### config.mk
export PLATFORM = sky130hd
export DESIGN_NAME = router_nlane_sched
export DESIGN_NICKNAME = d
export VERILOG_FILES = /design/src/rtl/router_nlane_pkg.sv /design/src/rtl/router_req_fifo.sv /design/src/rtl/router_nlane_sched.sv
export SDC_FILE = /design/constraint.sdc
export NUM_CORES = 1
export LEC_CHECK = 0
export ABC_AREA = 0
export BUFFER_PORTS_ARGS = -buffer_cell sky130_fd_sc_hd__buf_2
export CORE_ASPECT_RATIO = 0.7
export CORE_UTILIZATION = 30
export DETAILED_ROUTE_END_ITERATION = 6
export PLACE_DENSITY = 0.57
export SLEW_MARGIN = 20
export SYNTH_ARGS = -nofsm -noshare
export SYNTH_HDL_FRONTEND = slang
export SYNTH_SLANG_ARGS = --single-unit
export TNS_END_PERCENT = 20
### constraint.sdc
create_clock -name clk -period 4.5 [get_ports clk]
set_clock_uncertainty 0.1 [all_clocks]
set_input_delay 1.125 -clock clk [delete_from_list [all_inputs] [get_ports clk]]
set_output_delay 1.125 -clock clk [all_outputs]
set_load 0.02 [all_outputs]
### src/rtl/router_nlane_pkg.sv
// router_nlane_pkg: shared lane state encoding, request record and round-robin helper
// for the N-lane request router.
package router_nlane_pkg;

    // Default address width of the request record. The top module re-declares the
    // record at its own ADDR_W and hands it to the FIFO as a type parameter.
    localparam int DEF_ADDR_W = 10;

    typedef enum logic [1:0] {
        IDLE  = 2'd0,
        START = 2'd1,
        WAIT  = 2'd2
    } lane_state_e;

    typedef struct packed {
        logic [DEF_ADDR_W-1:0] scr_addr;
        logic [DEF_ADDR_W-1:0] dst_addr;
    } req_t;

    // Next lane index after idx, wrapping at n. Also works when n is not a power of two.
    function automatic int rr_next(input int idx, input int n);
        return (idx + 1 >= n) ? 0 : idx + 1;
    endfunction

endpackage

### src/rtl/router_req_fifo.sv
// router_req_fifo: synchronous request FIFO with occupancy count and full/empty flags.
// A push is refused when full and a pop is refused when empty. There is no bypass
// path, so data pushed at an edge can be popped at the next edge at the earliest.
module router_req_fifo
    import router_nlane_pkg::*;
#(
    parameter type T     = req_t,
    parameter int  DEPTH = 8
) (
    input  logic                   clk,
    input  logic                   rst,
    input  logic                   push,
    input  T                       din,
    input  logic                   pop,
    output T                       dout,
    output logic                   full,
    output logic                   empty,
    output logic [$clog2(DEPTH):0] count,
    output logic [$clog2(DEPTH):0] count_nxt
);

    localparam int PTR_W = $clog2(DEPTH);
    localparam int CNT_W = PTR_W + 1;

    T                 mem_q [DEPTH];
    T                 mem_d [DEPTH];
    logic [PTR_W-1:0] wr_ptr_q, wr_ptr_d;
    logic [PTR_W-1:0] rd_ptr_q, rd_ptr_d;
    logic [CNT_W-1:0] count_q, count_d;
    logic             do_push, do_pop;

    assign full      = (count_q == CNT_W'(DEPTH));
    assign empty     = (count_q == '0);
    assign do_push   = push & ~full;
    assign do_pop    = pop & ~empty;
    assign dout      = mem_q[rd_ptr_q];
    assign count     = count_q;
    assign count_nxt = count_d;

    // Next storage contents, pointers and occupancy; pointers wrap naturally (power-of-two depth).
    always_comb begin
        mem_d    = mem_q;
        wr_ptr_d = wr_ptr_q;
        rd_ptr_d = rd_ptr_q;
        count_d  = count_q;
        if (do_push) begin
            mem_d[wr_ptr_q] = din;
            wr_ptr_d        = wr_ptr_q + 1'b1;
        end
        if (do_pop) begin
            rd_ptr_d = rd_ptr_q + 1'b1;
        end
        case ({do_push, do_pop})
            2'b10:   count_d = count_q + 1'b1;
            2'b01:   count_d = count_q - 1'b1;
            default: count_d = count_q;
        endcase
    end

    // Pointer and count registers; reset discards all queued requests.
    always_ff @(posedge clk) begin
        if (rst) begin
            wr_ptr_q <= '0;
            rd_ptr_q <= '0;
            count_q  <= '0;
        end else begin
            wr_ptr_q <= wr_ptr_d;
            rd_ptr_q <= rd_ptr_d;
            count_q  <= count_d;
        end
    end

    // Storage is not reset: an entry is only read after it has been written.
    always_ff @(posedge clk) begin
        mem_q <= mem_d;
    end

endmodule

### src/rtl/router_nlane_sched.sv
// router_nlane_sched: request FIFO front end that dispatches transfers round-robin to
// NUM_LANES lane engines and tracks each lane through start and completion.
//
// Optional build macro ROUTER_TIMEOUT_EN adds a per-lane WAIT watchdog and the sticky
// lane_timeout output. Without it, a lane waits for lane_done indefinitely.
//
// Lane FSM:
//   state | meaning
//   IDLE  | free; may be picked by the dispatcher, addresses hold their last value
//   START | lane_start pulse is on the output for this one cycle
//   WAIT  | mover busy; lane_done returns the lane to IDLE with an xfer_done pulse
module router_nlane_sched
    import router_nlane_pkg::*;
#(
    parameter int NUM_LANES      = 4,
    parameter int ADDR_W         = 10,
    parameter int FIFO_DEPTH     = 8,
    parameter int TIMEOUT_CYCLES = 1024
) (
    input  logic                          clk,
    input  logic                          rst,
    input  logic                          router_start_req,
    output logic                          router_start_ready,
    input  logic [ADDR_W-1:0]             router_scr_addr,
    input  logic [ADDR_W-1:0]             router_dst_addr,
    output logic [NUM_LANES-1:0]          lane_start,
    output logic [NUM_LANES*ADDR_W-1:0]   lane_scr_addr,
    output logic [NUM_LANES*ADDR_W-1:0]   lane_dst_addr,
    input  logic [NUM_LANES-1:0]          lane_done,
    output logic [NUM_LANES-1:0]          xfer_done,
    output logic                          router_done,
`ifdef ROUTER_TIMEOUT_EN
    output logic [NUM_LANES-1:0]          lane_timeout,
`endif
    output logic [$clog2(FIFO_DEPTH):0]   fifo_count
);

    localparam int LANE_W = $clog2(NUM_LANES);
    localparam int CNT_W  = $clog2(FIFO_DEPTH) + 1;
`ifdef ROUTER_TIMEOUT_EN
    localparam int TO_W   = $clog2(TIMEOUT_CYCLES + 1);
`endif

    // Reject configurations the lane index and FIFO pointer arithmetic cannot handle.
    if (NUM_LANES < 2 || NUM_LANES > 16 || FIFO_DEPTH < 2 ||
        (FIFO_DEPTH & (FIFO_DEPTH - 1)) != 0 || TIMEOUT_CYCLES < 1) begin : g_bad_param
        $error("router_nlane_sched: unsupported parameter set");
    end

    // Request record at this instance's address width.
    typedef struct packed {
        logic [ADDR_W-1:0] scr_addr;
        logic [ADDR_W-1:0] dst_addr;
    } lane_req_t;

    lane_req_t            fifo_din, fifo_dout;
    logic                 fifo_full, fifo_empty;
    logic [CNT_W-1:0]     fifo_count_nxt;
    logic                 push, pop;

    logic [NUM_LANES-1:0] lane_idle;
    logic [NUM_LANES-1:0] lane_idle_nxt;
    logic                 disp_found;
    logic [LANE_W-1:0]    disp_lane;
    logic [LANE_W-1:0]    rr_q, rr_d;
    logic                 router_done_q, router_done_d;

    assign fifo_din           = '{scr_addr: router_scr_addr, dst_addr: router_dst_addr};
    assign router_start_ready = ~fifo_full;
    assign push               = router_start_req & router_start_ready;
    assign pop                = disp_found & ~fifo_empty;
    assign router_done        = router_done_q;

    router_req_fifo #(
        .T     (lane_req_t),
        .DEPTH (FIFO_DEPTH)
    ) u_req_fifo (
        .clk       (clk),
        .rst       (rst),
        .push      (push),
        .din       (fifo_din),
        .pop       (pop),
        .dout      (fifo_dout),
        .full      (fifo_full),
        .empty     (fifo_empty),
        .count     (fifo_count),
        .count_nxt (fifo_count_nxt)
    );

    // Pick the first lane that is IDLE now, scanning from the round-robin pointer with wrap.
    // A lane that only becomes IDLE at this edge is not visible here until the next cycle.
    always_comb begin
        logic [LANE_W-1:0] cur;
        cur        = rr_q;
        disp_found = 1'b0;
        disp_lane  = rr_q;
        for (int k = 0; k < NUM_LANES; k++) begin
            if (!disp_found && lane_idle[cur]) begin
                disp_found = 1'b1;
                disp_lane  = cur;
            end
            cur = LANE_W'(rr_next(int'(cur), NUM_LANES));
        end
    end

    // Pointer advance past the served lane, and the registered all-quiet indication.
    always_comb begin
        rr_d          = pop ? LANE_W'(rr_next(int'(disp_lane), NUM_LANES)) : rr_q;
        router_done_d = (fifo_count_nxt == '0) && (&lane_idle_nxt);
    end

    // Round-robin pointer and router_done registers.
    always_ff @(posedge clk) begin
        if (rst) begin
            rr_q          <= '0;
            router_done_q <= 1'b1;
        end else begin
            rr_q          <= rr_d;
            router_done_q <= router_done_d;
        end
    end

    for (genvar i = 0; i < NUM_LANES; i++) begin : g_lane
        lane_state_e       state_q, state_d;
        logic              start_q, start_d;
        logic              xdone_q, xdone_d;
        logic [ADDR_W-1:0] scr_q, scr_d;
        logic [ADDR_W-1:0] dst_q, dst_d;
        logic              dispatch_here;
`ifdef ROUTER_TIMEOUT_EN
        logic [TO_W-1:0]   wait_cnt_q, wait_cnt_d;
        logic              timeout_q, timeout_d;
`endif

        assign dispatch_here = pop && (disp_lane == LANE_W'(i));

        // Lane next state: latch addresses on dispatch, pulse start, then wait for the mover.
        always_comb begin
            state_d = state_q;
            start_d = 1'b0;
            xdone_d = 1'b0;
            scr_d   = scr_q;
            dst_d   = dst_q;
`ifdef ROUTER_TIMEOUT_EN
            wait_cnt_d = wait_cnt_q;
            timeout_d  = timeout_q;
`endif
            unique case (state_q)
                IDLE: begin
                    if (dispatch_here) begin
                        state_d = START;
                        start_d = 1'b1;
                        scr_d   = fifo_dout.scr_addr;
                        dst_d   = fifo_dout.dst_addr;
                    end
                end
                START: begin
                    state_d = WAIT;
`ifdef ROUTER_TIMEOUT_EN
                    wait_cnt_d = '0;
`endif
                end
                WAIT: begin
                    if (lane_done[i]) begin
                        state_d = IDLE;
                        xdone_d = 1'b1;
                    end
`ifdef ROUTER_TIMEOUT_EN
                    else if (wait_cnt_q == TO_W'(TIMEOUT_CYCLES - 1)) begin
                        state_d   = IDLE;
                        timeout_d = 1'b1;
                    end else begin
                        wait_cnt_d = wait_cnt_q + 1'b1;
                    end
`endif
                end
                default: state_d = IDLE;
            endcase
        end

        // Lane registers; reset aborts the transfer silently.
        always_ff @(posedge clk) begin
            if (rst) begin
                state_q <= IDLE;
                start_q <= 1'b0;
                xdone_q <= 1'b0;
                scr_q   <= '0;
                dst_q   <= '0;
            end else begin
                state_q <= state_d;
                start_q <= start_d;
                xdone_q <= xdone_d;
                scr_q   <= scr_d;
                dst_q   <= dst_d;
            end
        end

`ifdef ROUTER_TIMEOUT_EN
        // Watchdog counter and sticky timeout flag.
        always_ff @(posedge clk) begin
            if (rst) begin
                wait_cnt_q <= '0;
                timeout_q  <= 1'b0;
            end else begin
                wait_cnt_q <= wait_cnt_d;
                timeout_q  <= timeout_d;
            end
        end

        assign lane_timeout[i] = timeout_q;
`endif

        assign lane_idle[i]                       = (state_q == IDLE);
        assign lane_idle_nxt[i]                   = (state_d == IDLE);
        assign lane_start[i]                      = start_q;
        assign xfer_done[i]                       = xdone_q;
        assign lane_scr_addr[i*ADDR_W +: ADDR_W]  = scr_q;
        assign lane_dst_addr[i*ADDR_W +: ADDR_W]  = dst_q;
    end

endmodule
## Word level (Yosys, flattened, before mapping)

Index checks and enable logic that the tools add are counted.

- Add/subtract/negate cells: 8
- Magnitude comparators: 11
- Equal/unequal tests: 14
- Muxes and demuxes: 46
- Bitwise operators: 16
- Reductions and logical operators: 36

Operators with widths:

| cell | number |
|---|---|
| $bwmux 160 | 1 |
| $bmux 20 s3 | 1 |
| $demux 20 s3 | 1 |
| $mux 20 | 3 |
| $mux 2 | 15 |
| $pmux 2 s3 | 4 |
| $logic_not 2->1 | 9 |
| $mux 1 | 16 |
| $reduce_or 2->1 | 8 |
| $eq 2x2->1 const B | 7 |
| $add 2x1->3 const B | 4 |
| $eq 2x1->1 const B | 6 |
| $ge 3x3->1 const B | 4 |
| $lt 2x3->1 const B | 4 |
| $not 1->1 | 10 |
| $logic_and 1x1->1 | 9 |
| $bmux 1 s2 | 4 |
| $ge 4x4->1 const B | 2 |
| $logic_not 4->1 | 2 |
| $not 3->4 | 2 |
| $pmux 4 s2 | 1 |
| $reduce_and 2->1 | 4 |
| $add 3x1->3 const B | 2 |
| $add 4x1->4 const B | 1 |
| other kinds (6) | 11 |

- Register bits after elaboration: 269
- Input bits: 27
- Output and inout port bits: 94
- Word-level logic and storage cells: 172

## Depth between registers and ports, before layout

Gate-level depths: netlist (run 1).

- Depth in word-level cells: 20
- Depth in mapped cells: 16
- Mapped depth without buffers: 13

## By module

A second synthesis (run 1) with hierarchy kept.

- Cell total of the unflattened synthesis: 700
- Area, all modules: 10950.5 um^2

Modules (own cells, without submodules):

| module | times used | cells each | area an instance (um^2) | seq. area each (um^2) |
|---|---|---|---|---|
| router_req_fifo | 1 | 303 | 6772.7 | 5004.8 |
| router_nlane_sched | 1 | 397 | 4177.8 | 1981.9 |

## Worst setup path after synthesis (run 1)

Ideal clock, no wire load.

- Path type: in2reg
- Start: in router_start_req
- End: reg u_req_fifo.mem_q[100] in the netlist's numbering (enable)
- Arrival time: 3.475 ns
- Data required time: 3.945 ns
- Slack: 0.470 ns
- Cell stages on the path: 2
- Path through: nand2_1 -> nor4b_1

- Word-level cells in the longest chain between the ends: 2

RTL lines:

| item | RTL line | text |
|---|---|---|
| start, declared | router_nlane_sched.sv:22 | `input logic router_start_req,` |
| $and 1x1->1 | router_nlane_sched.sv:70 | `assign push = router_start_req & router_start_ready;` |
| $and 1x1->1 | router_req_fifo.sv:34 | `assign do_push = push & ~full;` |
| end signal, assigned | router_req_fifo.sv:75 | `mem_q <= mem_d;` |
| end, declared | router_req_fifo.sv:25 | `T mem_q [DEPTH];` |

No other way between the ends.
A chain may end at the register's enable or synchronous reset.

## Worst setup path in the final report (run 1)

- Start: reg rr_q[0]
- End: reg router_done_q (netlist: router_done)

- Word-level cells in the longest chain between the ends: 20
- Elaborated cells on any way between the ends: 58
- Those cells by class: 3 x add/sub; 3 x order compare; 5 x eq/ne; 27 x mux; 2 x bitwise; 18 x reduce/logical

RTL lines:

| item | RTL line | text |
|---|---|---|
| start, declared | router_nlane_sched.sv:65 | `logic [LANE_W-1:0] rr_q, rr_d;` |
| start signal, assigned | router_nlane_sched.sv:118 | `rr_q <= rr_d;` |
| $add 2x1->3 | router_nlane_pkg.sv:22 | `return (idx + 1 >= n) ? 0 : idx + 1;` |
| $ge 3x3->1 | router_nlane_pkg.sv:22 |  |
| $mux 2 | router_nlane_pkg.sv:22 |  |
| $add 2x1->3 / $bmux 1 s2 (equally long branches) | router_nlane_pkg.sv:22, router_nlane_sched.sv:98 |  |
| $ge 3x3->1 / $mux 1 (equally long branches) | router_nlane_pkg.sv:22, router_nlane_sched.sv:98 |  |
| $mux 2 / $logic_and 1x1->1 (equally long branches) | router_nlane_pkg.sv:22, router_nlane_sched.sv:98 |  |
| $add 2x1->3, or another cell as far along | router_nlane_pkg.sv:22 |  |
| $ge 3x3->1, or another cell as far along | router_nlane_pkg.sv:22 |  |
| (+4 left out) | -- |  |
| $mux 2 / $mux 1 (equally long branches) | router_nlane_sched.sv:98 | `if (!disp_found && lane_idle[cur]) begin` |
| $eq 2x1->1, or another cell as far along | router_nlane_sched.sv:135 | `assign dispatch_here = pop && (disp_lane == LANE_W'(i));` |
| $logic_and 1x1->1 | router_nlane_sched.sv:135 |  |
| $mux 2 | router_nlane_sched.sv:150 | `if (dispatch_here) begin` |
| $pmux 2 s3 | router_nlane_sched.sv:148 | `unique case (state_q)` |
| $logic_not 2->1 | router_nlane_sched.sv:214 | `assign lane_idle_nxt[i] = (state_d == IDLE);` |
| $reduce_and 4->1 | router_nlane_sched.sv:109 | `router_done_d = (fifo_count_nxt == '0) && (&lane_idle_nxt);` |
| $logic_and 1x1->1 * | router_nlane_sched.sv:109 |  |
| end signal, assigned | router_nlane_sched.sv:119 | `router_done_q <= router_done_d;` |
| end, declared | router_nlane_sched.sv:66 | `logic router_done_q, router_done_d;` |

Every way passes the cells marked *; elsewhere a longest branch is shown, timed or not. The select of a mux whose other input is x is not followed.

==> results_dict.tcl, run 1 <==
set metrics [dict create \
    status "complete, no violations" \
    drive_above_1_share_pct 28.74 \
    switchingPower_mw 3.206 \
    rows 56 \
    gp_congestion 0.7827 \
    fmax_mhz 248.0 \
    maxSlewHeadroom_pct 32.78 \
    cap_violations 0 \
    dp_hpwl_um 15510 \
    ys_seq_elements 269 \
    root_buffer "clkbuf_16" \
    swShare_pct 35.96 \
    cts_setup_buffers 0 \
    cts_tree "built" \
    async_flop_share_pct 0 \
    worstMarginPinSlew_ns 1.008 \
    cp.arrival_ns 4.40 \
    vias 6128 \
    grt_max_degree 111 \
    period_share_pct 89.59 \
    yosys_warnings 0 \
    start_kind "flop" \
    first_pass_iters 6 \
    cts_resized 0 \
    yosysMostFrequentCell "edfxtp_1" \
    synth_cell_types 49 \
    dieArea_sq_um 35460 \
    synth_top_area_share_pct 46.15 \
    synthTopCellsByArea "edfxtp_1 46%, dfxtp_1 21%, mux4_2 9.1%" \
    seq_area_frac_synth_pct 67.11 \
    place_area_sq_um 11520 \
    port-buffer-count 120 \
    path_clk_slew_ns 0.06 \
    drv_slew 0 \
    ctsHoldBuffers 0 \
    drtAntennaViolNets 0 \
    cp_max_fo 11 \
    grt_overflow 0 \
    combPwrFrac_pct 35.9 \
    dp.cells 1249 \
    die_h_um 157.9 \
    totalWireLength_um 24130 \
    rsz0062_at_grt "false" \
    avgViaCountPerCell 4.707 \
    critical_path.most_common_cell "a21oi_1" \
    synth-edff-count 160 \
    cts.path.max_buffers 3 \
    ir_drop_uv 343.9 \
    hold_class "reg -> reg" \
    post-synth-top-area-cell "edfxtp_1" \
    crit_path_end_kind "flop" \
    final_area_sq_um 12480 \
    antenna_found_initial 7 \
    drtIter0Drc 480 \
    syn_to_final_growth_pct 19.85 \
    syn_avg_cell_area_sq_um 14.75 \
    start_util_pct 30.76 \
    core_area_sq_um 33840 \
    numCtsBuffers 28 \
    hold_viol 0 \
    crit_type "reg -> reg" \
    power_density_nw_per_um2 714.4 \
    critPathSlowestCell "dfxtp_1" \
    grt_pass1_wl_um 36450 \
    p_clk_share_pct 26.4 \
    power.share.sequential_pct 37.8 \
    cellLeakagePower_nw 4.340 \
    fin_setup_tns_ns 0 \
    final_cell_count_no_fill 1302 \
    setup_viol_count_final 0 \
    ios 121 \
    ff_latch_area_sq_um 6990 \
    synth_flop_cell "edfxtp_1" \
    synth_common_cells "160 x edfxtp_1, 109 x dfxtp_1, 107 x nor2_1" \
    max_stage_delay_ns 0.54 \
    drc 0 \
    final_nets 853 \
    synth_cells 706 \
    cp.required_ns 4.87 \
    grt_usage_pct 13.59 \
    cts.sinks 269 \
    die_w_um 224.7 \
    syn-num-nets 744 \
    multi_input_area_sq_um 3158 \
    path_cells "ha_1, inv_2, mux4_2, and2_1, a21oi_1, ha_1, fa_1, nor3b_1, a21oi_1, nor3_1, nand4_1, a21oi_1, a41o_1" \
    htree_levels 1 \
    grt_pass1_vias 5821 \
    p_int_mw 5.709 \
    synth_area_sq_um 10410 \
    period_minus_slack_ns 4.032 \
    clkLatencyLatePin_ns 0.54 \
    wl_per_cell_um 18.54 \
    fillCellCount 3228 \
]
-- worst max-delay path, delay by kind of cell (launching register included) --
kind	cells	cell delay, ns
multiplexers	1	0.52
flip-flops	1	0.54
AND/OR/NAND/NOR	4	0.81
adder cells (fa/ha/maj)	3	1.17
buffers and inverters	1	0.16
AO/OA/AOI/OAI	4	0.66
-- cell families after synthesis --
family	after synthesis	synth area share, %
flops	269	67.11
simple gates	167	7.235
compound gates	119	8.737
mux	70	11.78
buf+inv	63	3.161
fa+ha+maj	11	1.394
xor+xnor	7	0.5889
-- power by group through the flow --
stage | combinational (mW) | clock [mW] | sequential (mW)
final | 3.20 | 2.35 | 3.37
after global routing | 3.54 | 2.52 | 3.43
after CTS | 3.24 | 2.41 | 3.38
after detailed placement | 3.23 | 0 | 3.43
after global placement | 3.20 | 0 | 3.42
after floorplan | 2.12 | 0 | 3.57
-- final timing paths --
| check | to | from | cells after the start | slack, ns |
|---|---|---|---|---|
| max | router_done | rr_q[0] | 13 | 0.47 |
| min | g_lane[1].xdone_q | g_lane[1].state_q[0] | 1 | 0.39 |
| max reg2reg | router_done | rr_q[0] | 13 | 0.47 |
| min reg2reg | g_lane[1].xdone_q | g_lane[1].state_q[0] | 1 | 0.39 |
-- cells in the final DEF (no fill, tap or decap), types with 4 or more instances in the layout --
master / instances
a211oi_1: 80
a211oi_4: 4
a21oi_1: 14
buf_2: 119
buf_4: 14
clkbuf_1: 6
clkbuf_16: 29
clkbuf_8: 6
dfxtp_1: 106
edfxtp_1: 160
ha_1: 10
inv_1: 4
mux2i_1: 28
mux4_2: 42
nand2_1: 13
nand2b_1: 6
nand3_1: 5
nor2_1: 106
nor2b_1: 6
nor3_1: 4
nor3b_1: 4
o21ai_0: 5
xor2_1: 4
-- sequential cells by signal (all words and copies together) (netlist names), 2 cells and up --
name / flops
g_lane.dst_q: 40
u_req_fifo.count: 4
u_req_fifo.wr_ptr_q: 3
g_lane.state_q: 8
u_req_fifo.rd_ptr_q: 3
rr_q: 2
g_lane.scr_q: 40
g_lane.start_q: 4
g_lane.xdone_q: 4
u_req_fifo.mem_q: 160
-- metrics by stage --
step / power [mW] / hold slack [ns] / utilization, % / setup slack (ns)
4_1_cts: 9.028 / 0.3961 / 36.84 / 0.5019
3_3_place_gp: 6.618 / 0.3815 / 34.03 / 0.6519
5_1_grt: 9.483 / 0.4162 / 36.85 / 0.1953
6_report: 8.915 / 0.3921 / 36.87 / 0.4683
2_1_floorplan: 5.681 / 0.3626 / - / 0.4699
3_5_place_dp: 6.658 / 0.3863 / 34.03 / 0.5223
-- layer usage --
metal	vias up	GRT usage, %	routed length (um)
met3	40	4.306	2001
met4	8	2.818	354
met1	2995	19.45	11450
met2	167	20.04	10280
li1	2918	-	-
met5	-	0	45
-- final cells by class --
cell class | count | area share, %
flip-flops and latches | 269 | 56.02
clock inverters | 8 | 0.9225
inverters | 5 | 0.1504
well taps | 464 | 4.653
clock buffers | 42 | 6.698
multi-input cells | 374 | 25.31
repair buffers | 137 | 6.187
diodes | 3 | 0.06016
No activity file was read; power rests on OpenSTA's default activity.
==> inputs of run 2 (changes only) <==
--- a/config.mk
+++ b/config.mk
@@ -8,6 +8,7 @@
 export ABC_AREA = 0
 export BUFFER_PORTS_ARGS = -buffer_cell sky130_fd_sc_hd__buf_2
 export CORE_ASPECT_RATIO = 0.7
+export CORE_MARGIN = 1.5
 export CORE_UTILIZATION = 30
 export DETAILED_ROUTE_END_ITERATION = 6
 export PLACE_DENSITY = 0.57
==> run 2 against run 1 <==
Wire length rose by 0.77%. Die area rose by 1.1%. First-iteration DRC count shrank 2.7%. Via count decreased by 0.65%. Clock-buffer cell count is 5 lower.
==> results_dict.tcl, run 2 (synthesis gave the netlist of run 1 again) <==
set metrics [dict create \
    status "complete, no violations" \
    totalWireLength_um 24320 \
    hp-start "g_lane[3].state_q[1]" \
    die_w_um 225.7 \
    crit_type "reg -> reg" \
    rr_worst_depth 13 \
    cp.required_ns 4.87 \
    final_cell_mix "160 x edfxtp_1, 119 x buf_2, 107 x dfxtp_1" \
    port-buffer-count 120 \
    numCtsBuffers 29 \
    grt_pass1_wl_um 36310 \
    core_area_sq_um 33840 \
    wl_per_cell_um 18.61 \
    largest_reg_flops 160 \
    avgViaCountPerCell 4.658 \
    start_util_pct 30.76 \
    final_util_pct 36.60 \
    grt_usage_pct 13.27 \
    drtAntennaViolNets 0 \
    first_pass_iters 4 \
    start_kind "flop" \
    rows 56 \
    rsz0062_at_grt "false" \
    hold_viol 0 \
    period_minus_slack_ns 4.021 \
    final_nets 855 \
    final_common_cell "edfxtp_1" \
    cts.sinks 269 \
    worstReg2RegStart "rr_q[0]" \
    cts_tree "built" \
    hold_class "reg -> reg" \
    htree_levels 1 \
    vias 6088 \
    cellLeakagePower_nw 4.295 \
    cts.path.max_buffers 3 \
    worstMarginPinSlew_ns 0.8622 \
    grt_max_degree 111 \
    whs_path_depth 2 \
    cp_max_fo 11 \
    gp_congestion 0.8104 \
    drtIter0Drc 467 \
    setup_slack_ns 0.4792 \
    grt_pass1_vias 5765 \
    power_density_nw_per_um2 704.1 \
    ctsHoldBuffers 0 \
    final_area_sq_um 12390 \
    setup_viol_count_final 0 \
    top_regs "u_req_fifo.mem_q x160, g_lane.dst_q x40, g_lane.scr_q x40" \
    grt_overflow 0 \
    drv_slew 0 \
    cts_setup_buffers 0 \
    die_h_um 158.9 \
    root_buffer "clkbuf_16" \
    top_register "u_req_fifo.mem_q" \
    final_cell_count_no_fill 1307 \
    maxSlewHeadroom_pct 40.87 \
    dp_hpwl_um 15730 \
    reg2reg_to "router_done" \
    ios 121 \
    clkLatencyLatePin_ns 0.54 \
    r2r_setup_slack_ns 0.48 \
    ir_drop_uv 373.7 \
    min_to "g_lane[3].xdone_q" \
    syn_to_final_growth_pct 18.96 \
    place_area_sq_um 11510 \
    drc 0 \
    pre_cts_ws_ns 0.5187 \
    cap_violations 0 \
    antenna_found_initial 7 \
    cts_resized 0 \
    cp.arrival_ns 4.40 \
    finalPower_mw 8.721 \
    fin_setup_tns_ns 0 \
    period_share_pct 89.35 \
    crit_path_end_kind "flop" \
    fmax_mhz 248.7 \
    dp.cells 1250 \
    whs_ns 0.3898 \
    path_clk_slew_ns 0.06 \
    drive_above_1_share_pct 28.69 \
    dieArea_sq_um 35850 \
]
## run 2: changes by cell type in the layout (fill, tap and decap cells not counted), sizes merged
cell and change:
clkinvlp +3, buf +1, inv +1, clkinv +8, clkbuf -5, bufinv -3
## run 2: worst max-delay path, cell delays in order (launching register included)
cell,delay (ns)
dfxtp_1,0.52
ha_1,0.41
inv_2,0.15
mux4_2,0.52
and2_1,0.34
a21oi_1,0.26
ha_1,0.29
fa_1,0.46
nor3b_1,0.21
a21oi_1,0.08
nor3_1,0.17
nand4_1,0.14
a21oi_1,0.14
a41o_1,0.17
## run 2: how the worst max path moves through the flow
| stage | start | end | slack [ns] | cells after the start |
|---|---|---|---|---|
| after floorplan | router_start_req | u_req_fifo.mem_q[100] | 0.47 | 2 |
| after global placement | rr_q[0] | router_done | 0.64 | 13 |
| after detailed placement | rr_q[0] | router_done | 0.52 | 13 |
| after CTS | rr_q[0] | router_done | 0.49 | 13 |
| after global routing | rr_q[0] | router_done | 0.10 | 13 |
| final | rr_q[0] | router_done | 0.48 | 13 |
## run 2: area by class of cell
cell class | count | area (sq um)
multi-input combinational | 374 | 3158
clock inverter | 17 | 88.84
timing repair buffer | 138 | 767.0
clock buffer | 37 | 775.7
tap | 464 | 580.6
sequential | 269 | 6989
fill | 3253 | 21460
inverter | 5 | 18.77
antenna | 3 | 7.507
## run 2: per-layer routing
| layer | wire [um] | global-route usage [%] | vias to the layer above |
|---|---|---|---|
| met1 | 11990 | 19.58 | 2995 |
| met5 | 36 | 0 | - |
| met4 | 402 | 2.715 | 6 |
| met2 | 10130 | 18.97 | 128 |
| li1 | - | - | 2920 |
| met3 | 1757 | 4.182 | 39 |
## run 2: power by group
| part | leakage (nW) | switching (mW) | internal [mW] |
|---|---|---|---|
| Combinational | 1.53 | 2.05 | 1.25 |
| Sequential | 2.34 | 0.263 | 3.02 |
| Clock | 0.421 | 0.933 | 1.21 |
| Total | 4.30 | 3.24 | 5.48 |
==> inputs of run 3 (changes only) <==
--- a/config.mk
+++ b/config.mk
@@ -11,6 +11,7 @@
 export CORE_MARGIN = 1.5
 export CORE_UTILIZATION = 30
 export DETAILED_ROUTE_END_ITERATION = 6
+export MAX_ROUTING_LAYER = met4
 export PLACE_DENSITY = 0.57
 export SLEW_MARGIN = 20
 export SYNTH_ARGS = -nofsm -noshare
==> run 3 against run 2 <==
Sequential power is essentially flat. Non-clock buffer count unchanged. Register-to-register slack gained 0.03 ns. Critical path type unchanged. Fmax grew 0.66%. Final cell count increased by 0.23%. Wire length fell by 0.40%. Worst hold slack about the same.
==> results_dict.tcl, run 3 (synthesis gave the netlist of run 1 again) <==
set metrics [dict create \
    largest_reg_flops 160 \
    die_h_um 158.9 \
    hold_viol 0 \
    rows 56 \
    critical_path.most_common_cell "a21oi_1" \
    cts_tree "built" \
    wl_per_cell_um 18.49 \
    worstMarginPinSlew_ns 0.8588 \
    ir_drop_uv 374.3 \
    worstReg2RegStart "rr_q[0]" \
    hp-start "g_lane[3].state_q[0]" \
    cellLeakagePower_nw 4.295 \
    port-buffer-count 120 \
    fin_setup_tns_ns 0 \
    cts.path.max_buffers 3 \
    drive_above_1_share_pct 28.69 \
    grt_overflow 0 \
    path_clk_slew_ns 0.06 \
    dp_hpwl_um 15730 \
    critPathLaunch "rr_q[0]" \
    antenna_found_initial 7 \
    grt_pass1_vias 5774 \
    finalPower_mw 8.715 \
    start_kind "flop" \
    max_stage_delay_ns 0.52 \
    die_w_um 225.7 \
    ctsHoldBuffers 0 \
    path_cells "ha_1, inv_2, mux4_2, and2_1, a21oi_1, ha_1, fa_1, nor3b_1, a21oi_1, nor3_1, nand4_1, a21oi_1, a41o_1" \
    maxSlewHeadroom_pct 41.11 \
    grt_pass1_wl_um 36270 \
    power_density_nw_per_um2 703.2 \
    crit_type "reg -> reg" \
    period_minus_slack_ns 3.994 \
    cp.required_ns 4.87 \
    top_register "u_req_fifo.mem_q" \
    fmax_mhz 250.3 \
    whs_ns 0.3894 \
    critPathSlowestCell "dfxtp_1" \
    cap_violations 0 \
    avgViaCountPerCell 4.644 \
    htree_levels 1 \
    clkLatencyLatePin_ns 0.54 \
    numCtsBuffers 29 \
    cts_resized 0 \
    cts_setup_buffers 0 \
    rsz0062_at_grt "false" \
    period_share_pct 88.77 \
    grt_usage_pct 13.65 \
    totalWireLength_um 24220 \
    cts.sinks 269 \
    top_regs "u_req_fifo.mem_q x160, g_lane.dst_q x40, g_lane.scr_q x40" \
    dieArea_sq_um 35850 \
    crit_path_end_kind "flop" \
    core_area_sq_um 33840 \
    cp_max_fo 11 \
    setup_viol_count_final 0 \
    grt_max_degree 111 \
    cp.arrival_ns 4.37 \
    first_pass_iters 4 \
    ios 121 \
    final_nets 855 \
    vias 6084 \
    final_common_cell "edfxtp_1" \
    drtIter0Drc 422 \
    drc 0 \
    drtAntennaViolNets 0 \
    start_util_pct 30.76 \
    final_cell_mix "160 x edfxtp_1, 119 x buf_2, 107 x dfxtp_1" \
    hold_class "reg -> reg" \
    status "complete, no violations" \
    gp_congestion 0.8222 \
    root_buffer "clkbuf_16" \
    drv_slew 0 \
    syn_to_final_growth_pct 19.04 \
]
## run 3: metrics by stage
step                      util, %  setup WS, ns  cell area, sq um  std cells
after floorplan                 -        0.4699             10410        706
after global placement      34.01        0.6358             11510       1250
after detailed placement    34.01        0.5187             11510       1250
after CTS                   36.56        0.4913             12370       1304
after global routing        36.62       0.09174             12390       1310
final                       36.62        0.5055             12390       1310
## run 3: final timing paths
kind              slack, ns  depth (start not counted)           endpoint
hold reg to reg        0.39                          1  g_lane[3].xdone_q
setup / recovery       0.51                         13        router_done
setup reg to reg       0.51                         13        router_done
hold / removal         0.39                          1  g_lane[3].xdone_q
## run 3: cell type report
cell class / count / area (sq um)
Multi-Input combinational cell: 374 / 3158
Tap cell: 464 / 580.6
Inverter: 5 / 18.77
Clock buffer: 37 / 775.7
Fill cell: 3250 / 21450
Clock inverter: 17 / 88.84
Timing Repair Buffer: 138 / 767.0
Antenna cell: 6 / 15.01
Sequential cell: 269 / 6989
## run 3: critical path: cells and delay by family (launching register included)
kind / cells / cell delay (ns)
mux: 1 / 0.52
buf+inv: 1 / 0.15
fa+ha+maj: 3 / 1.15
compound gates: 4 / 0.65
flops: 1 / 0.52
simple gates: 4 / 0.85
## run 3: per-layer routing
metal	global-route usage (%)	up-vias	share of wire, %
met3	4.219	36	8.5
met5	-	-	0
met1	19.53	2967	48
met2	18.94	157	42
met4	2.715	0	1.6
li1	-	2924	-
## run 3: power breakdown
group	leakage [nW]	switching [mW]	internal [mW]
Combinational	1.53	2.04	1.25
Sequential	2.34	0.262	3.02
Clock	0.421	0.933	1.21
